### src/rtl/equiv_pkg.sv
// Shared types and helpers for the exhaustive equivalence stimulus generator.
// Holds the sweep state encoding, the settle-timer width and vector-range helpers.
package equiv_pkg;

  typedef enum logic [1:0] {
    IDLE   = 2'd0,
    WAIT   = 2'd1,
    SAMPLE = 2'd2,
    DONE   = 2'd3
  } state_e;

  localparam int TIMER_W  = 4;
  localparam int N_IN_MAX = 8;

  // Number of vectors in a full sweep of n_in inputs.
  function automatic int unsigned n_vec(input int unsigned n_in);
    return 32'd1 << n_in;
  endfunction

  // All-ones vector for n_in inputs, zero-extended to the widest legal sweep.
  function automatic logic [N_IN_MAX-1:0] last_vec(input int unsigned n_in);
    return N_IN_MAX'((32'd1 << n_in) - 32'd1);
  endfunction

endpackage

### src/rtl/exhaustive_equiv_stim_settle_timer.sv
// Loadable down-counter used to hold each stimulus vector for the settle time.
// Decrement saturates at zero; zero_o flags that the wait has elapsed.
module settle_timer
  import equiv_pkg::*;
#(
  parameter int W = TIMER_W
) (
  input  logic         clk,
  input  logic         rst_n,
  input  logic         load_i,
  input  logic [W-1:0] load_val_i,
  input  logic         dec_i,
  output logic         zero_o
);

  logic [W-1:0] cnt_q;

  always_ff @(posedge clk or negedge rst_n) begin
    if (!rst_n) begin
      cnt_q <= '0;
    end else if (load_i) begin
      cnt_q <= load_val_i;
    end else if (dec_i && (cnt_q != '0)) begin
      cnt_q <= cnt_q - W'(1);
    end
  end

  assign zero_o = (cnt_q == '0);

endmodule

### src/rtl/exhaustive_equiv_stim.sv
// Sweeps every input vector in ascending order into a reference and a candidate
// circuit, waits a settle time, compares their outputs and accumulates mismatches.
module exhaustive_equiv_stim
  import equiv_pkg::*;
#(
  parameter int N_IN   = 3,
  parameter int SETTLE = 1
) (
  input  logic            clk,
  input  logic            rst_n,
  input  logic            start,
  input  logic            abort,
  output logic [N_IN-1:0] vec,
  input  logic            q_ref,
  input  logic            q_dut,
  output logic            busy,
  output logic            done,
  output logic            pass,
  output logic [N_IN:0]   mismatch_count,
  output logic [N_IN-1:0] first_fail_vec,
  output logic            first_fail_valid
);

  localparam int unsigned          N_VEC     = n_vec(N_IN);
  localparam int                   MM_W      = $clog2(N_VEC) + 1;
  localparam logic [N_IN_MAX-1:0]  LAST_FULL = last_vec(N_IN);
  localparam logic [N_IN-1:0]      LAST      = LAST_FULL[N_IN-1:0];
  localparam logic [TIMER_W-1:0]   SETTLE_V  = TIMER_W'(SETTLE);

  state_e            state_q, state_d;
  logic [N_IN-1:0]   vec_q, vec_d;
  logic [MM_W-1:0]   mm_q, mm_d;
  logic [N_IN-1:0]   ffv_q, ffv_d;
  logic              ffvalid_q, ffvalid_d;
  logic              pass_q, pass_d;
  logic              busy_q, busy_d;
  logic              done_q, done_d;
  logic              tmr_load, tmr_dec, tmr_zero;
  logic              mismatch;

  settle_timer #(.W(TIMER_W)) u_settle_timer (
    .clk        (clk),
    .rst_n      (rst_n),
    .load_i     (tmr_load),
    .load_val_i (SETTLE_V),
    .dec_i      (tmr_dec),
    .zero_o     (tmr_zero)
  );

  assign mismatch = (q_ref != q_dut);

  always_comb begin
    state_d   = state_q;
    vec_d     = vec_q;
    mm_d      = mm_q;
    ffv_d     = ffv_q;
    ffvalid_d = ffvalid_q;
    pass_d    = pass_q;
    tmr_load  = 1'b0;
    tmr_dec   = 1'b0;

    unique case (state_q)
      IDLE, DONE: begin
        // start beats a simultaneous abort here; abort alone is a no-op.
        if (start) begin
          state_d   = WAIT;
          vec_d     = '0;
          mm_d      = '0;
          ffv_d     = '0;
          ffvalid_d = 1'b0;
          pass_d    = 1'b0;
          tmr_load  = 1'b1;
        end
      end
      WAIT: begin
        if (abort) begin
          state_d = IDLE;
          vec_d   = '0;
          pass_d  = 1'b0;
        end else if (tmr_zero) begin
          state_d = SAMPLE;
        end else begin
          tmr_dec = 1'b1;
        end
      end
      SAMPLE: begin
        if (abort) begin
          state_d = IDLE;
          vec_d   = '0;
          pass_d  = 1'b0;
        end else begin
          if (mismatch) begin
            mm_d = mm_q + MM_W'(1);
            if (!ffvalid_q) begin
              ffv_d     = vec_q;
              ffvalid_d = 1'b1;
            end
          end
          if (vec_q == LAST) begin
            state_d = DONE;
            pass_d  = (mm_d == '0);
          end else begin
            state_d  = WAIT;
            vec_d    = vec_q + N_IN'(1);
            tmr_load = 1'b1;
          end
        end
      end
      default: state_d = IDLE;
    endcase

    busy_d = (state_d == WAIT) || (state_d == SAMPLE);
    done_d = (state_d == DONE);
  end

  always_ff @(posedge clk or negedge rst_n) begin
    if (!rst_n) begin
      state_q   <= IDLE;
      vec_q     <= '0;
      mm_q      <= '0;
      ffv_q     <= '0;
      ffvalid_q <= 1'b0;
      pass_q    <= 1'b0;
      busy_q    <= 1'b0;
      done_q    <= 1'b0;
    end else begin
      state_q   <= state_d;
      vec_q     <= vec_d;
      mm_q      <= mm_d;
      ffv_q     <= ffv_d;
      ffvalid_q <= ffvalid_d;
      pass_q    <= pass_d;
      busy_q    <= busy_d;
      done_q    <= done_d;
    end
  end

  assign vec              = vec_q;
  assign busy             = busy_q;
  assign done             = done_q;
  assign pass             = pass_q;
  assign mismatch_count   = mm_q;
  assign first_fail_vec   = ffv_q;
  assign first_fail_valid = ffvalid_q;

endmodule
### config.mk
export PLATFORM = sky130hd
export DESIGN_NAME = exhaustive_equiv_stim
export DESIGN_NICKNAME = d
export VERILOG_FILES = /design/src/rtl/equiv_pkg.sv /design/src/rtl/exhaustive_equiv_stim_settle_timer.sv /design/src/rtl/exhaustive_equiv_stim.sv
export SDC_FILE = /design/constraint.sdc
export NUM_CORES = 1
export LEC_CHECK = 0
export CORE_ASPECT_RATIO = 0.8
export CORE_MARGIN = 2
export CORE_UTILIZATION = 35
export CTS_CLUSTER_DIAMETER = 80
export DETAILED_ROUTE_END_ITERATION = 12
export GPL_TIMING_DRIVEN = 1
export HOLD_SLACK_MARGIN = 0.06
export SLEW_MARGIN = 30
export SYNTH_ARGS = -nofsm -noshare
export SYNTH_HDL_FRONTEND = slang
export SYNTH_SLANG_ARGS = --single-unit
### constraint.sdc
create_clock -name clk -period 2 [get_ports clk]
set_input_delay 0.2 -clock clk [delete_from_list [all_inputs] [get_ports clk]]
set_output_delay 0.2 -clock clk [all_outputs]
set_load 0.005 [all_outputs]
==> flow_metrics.tcl <==
set metrics [dict create \
    slew_headroom_pct 64.1 \
    tightestPinTransition_ns 0.535 \
    ys_seq_area_share_pct 44.3 \
    netlist.area_leader.share_pct 44.3 \
    dp_hpwl_mm 1.67 \
    start_util_pct 36.6 \
    grt_util_met3_pct 5.35 \
    vdd_ir_drop_max_v 0.000307 \
    synth_simple_gate_area_share_pct 15.0 \
    yosys.area_share.adder_pct 7.76 \
    die_h_um 54.8 \
    path_clk_slew_ns 0.07 \
    fill_cells 290 \
    grtUsageMet2_pct 21.2 \
    antenna_found_initial 0 \
    dp_cells 162 \
    synth_area_leader_cell "dfrtp_1" \
    grt_pass1_vias 821 \
    finalHoldViolations 0 \
    coreArea_um2 3090 \
    die_area_um2 3700 \
    cp_max_fo 4 \
    ios 20 \
    clock-root-buffer "clkbuf_8" \
    cts_sinks 20 \
    synth_xor_area_share_pct 5.43 \
    multi_input_area_um2 593 \
    regArea_um2 500 \
    wire_per_inst_um 13.1 \
    cp-start-kind "flop" \
    synth-compound-area-share_pct 21.1 \
    finalClockSkew_ns 0.00683 \
    synth_nets 115 \
    crit_type "flop to flop" \
    syn_inst 102 \
    gp_congestion 0.752 \
    n_antenna_cell 0 \
    drt_iter0_markers 24 \
    grt_max_degree 21 \
    synth_edf_count 0 \
    p_leak_nw 0.641 \
    grt_busiest_layer "met2" \
    synthMuxAreaShare_pct 2.88 \
    cts_tree "built" \
    synth_seq_cells 20 \
    grt-ovfl-total 0 \
    numCtsBuffers 3 \
    use_met1_pct 17.6 \
    portBuffers 19 \
    power_w 0.00152 \
    postRouteAntennaNets 0 \
    synth-async-reset-ratio_pct 100 \
    synth_area_leaders "dfrtp_1, ha_1, a22o_1" \
    syn2layout_area_growth_pct 27.4 \
    crit_required_ns 2.14 \
    synth_warnings 0 \
    clk_latency_ns 0.26 \
    power_density_nw_per_um2 1060 \
    drive_gt1_share_pct 13.5 \
    period_needed_ns 1.88 \
    fin_nets 140 \
    drt_pass1_iterations 3 \
    worstPathArrival_ns 2.02 \
    vias 850 \
    maxCapViolCount 0 \
    rsz0062_at_grt "no" \
    wl_mm 2.17 \
    vias_per_cell 5.12 \
    setup_viol 0 \
    grtUsageTotal_pct 13.3 \
    netlist-cell-type-count 37 \
    route.detailed.drc 0 \
    synth_top_family_by_area "compound AO/OA/AOI/OAI gates" \
    num_rows 18 \
    tns_ns 0 \
    hold_path.class "input port to asynchronous set/reset pin" \
    synth_area_um2 1130 \
    fp.dieW_um 67.5 \
    htree_num_levels 1 \
    cts_buffer_depth 2 \
    period_share_pct 94.0 \
    status "finished, final reports clean" \
    syn_avg_cell_area_um2 11.1 \
    r2r_slack_ns 0.12 \
    synth_ff_type "dfrtp_1" \
    max_clock_freq_ghz 0.532 \
    endpoint_kind "flop" \
    slew_violations 0 \
    final_cells 166 \
    grt_pass1_wl_mm 3.64 \
]
synth_stat cells (2+ instances only):
master	number
inv_1	5
nand2b_1	3
nor2_1	5
nor4_1	3
o21ai_0	2
xor2_1	3
nand2_1	3
xnor2_1	4
nor3_1	2
mux2_2	2
a22o_1	9
dfrtp_1	20
nor2b_1	2
ha_1	7
buf_2	2
nand3_1	3
a21oi_1	5
a21o_1	3
layout make-up:
type                            count  share of cell area, %
Clock buffer                        4                   3.83
Inverter                            5                   1.31
Multi-Input combinational cell     74                   41.3
Sequential cell                    20                   34.8
Tap cell                           40                   3.48
Timing Repair Buffer               23                   15.3
worst paths after layout:
kind / from / end / cells after the start
worst max register to register: u_settle_timer.cnt_q[0] / busy / 7
max in group asynchronous: rst_n / mismatch_count[1] / 2
worst min-delay path: rst_n / u_settle_timer.cnt_q[3] / 2
worst min register to register: pass / pass / 2
min in group clk: pass / pass / 2
worst max-delay path: u_settle_timer.cnt_q[0] / busy / 7
kinds of logic (layout without fill, tap and decap cells):
group           Yosys count  count (layout)
xor+xnor                  7               7
buf+inv                   8              32
fa+ha+maj                 7               7
flops                    20              20
simple gates             28              28
compound gates           29              29
mux                       3               3
metrics by stage:
step	setup WS [ns]	util (%)	instance area (µm²)	hold slack, ns
after floorplan	0.142	-	1130	-0.0956
after global placement	0.0914	44.6	1380	0.504
after detailed placement	0.0334	44.6	1380	0.511
after CTS	0.0180	46.4	1430	0.293
after global routing	0.0158	46.6	1440	0.301
final	0.120	46.6	1440	0.277
where the power goes:
group / leakage, nW / switching, W / total (W) / internal (W)
sequential: 0.269 / 0.0000586 / 0.000538 / 0.000479
clock: 0.0288 / 0.000130 / 0.000305 / 0.000175
combinational: 0.344 / 0.000359 / 0.000681 / 0.000322
total: 0.641 / 0.000548 / 0.00152 / 0.000976
cells in the final DEF, fill, tap and decap left out, types with 2 or more instances in the layout:
| master | instances |
|---|---|
| xor2_1 | 3 |
| nand3_1 | 3 |
| inv_1 | 5 |
| clkbuf_8 | 4 |
| ha_1 | 7 |
| nand2_1 | 3 |
| o21ai_0 | 2 |
| nor4_1 | 3 |
| nand2b_1 | 3 |
| a22o_1 | 9 |
| nor2_1 | 5 |
| a21o_1 | 3 |
| buf_4 | 4 |
| a21oi_1 | 5 |
| xnor2_1 | 4 |
| mux2_2 | 2 |
| clkdlybuf4s50_1 | 19 |
| dfrtp_1 | 20 |
| nor3_1 | 2 |
| nor2b_1 | 2 |
metal layers:
layer  vias up  routed length, µm
met5         -                  0
met3         2                105
met4         0                  4
met2        16                952
li1        426                  -
met1       406               1110
state kept, by name, summed over array words and instances, names as in the netlist:
signal                count
pass                      1
first_fail_valid          1
state_q                   2
mismatch_count            4
busy                      1
first_fail_vec            3
u_settle_timer.cnt_q      4
vec                       3
done                      1
critical path, cell delays in order (launching register included):
cell and delay, ns:
dfrtp_1 0.41, inv_1 0.07, ha_1 0.15, or3b_4 0.39, and2_4 0.18, a211oi_2 0.20
a21oi_1 0.07, ha_1 0.27
timing repair:
action                                  CTS  global route
buffers inserted                          0             0
endpoints found under the hold margin     0             0
endpoints found under the setup margin    0             1
resized for setup                         0             1
hold buffers                              0             0
No activity file was read; power rests on OpenSTA's default activity.
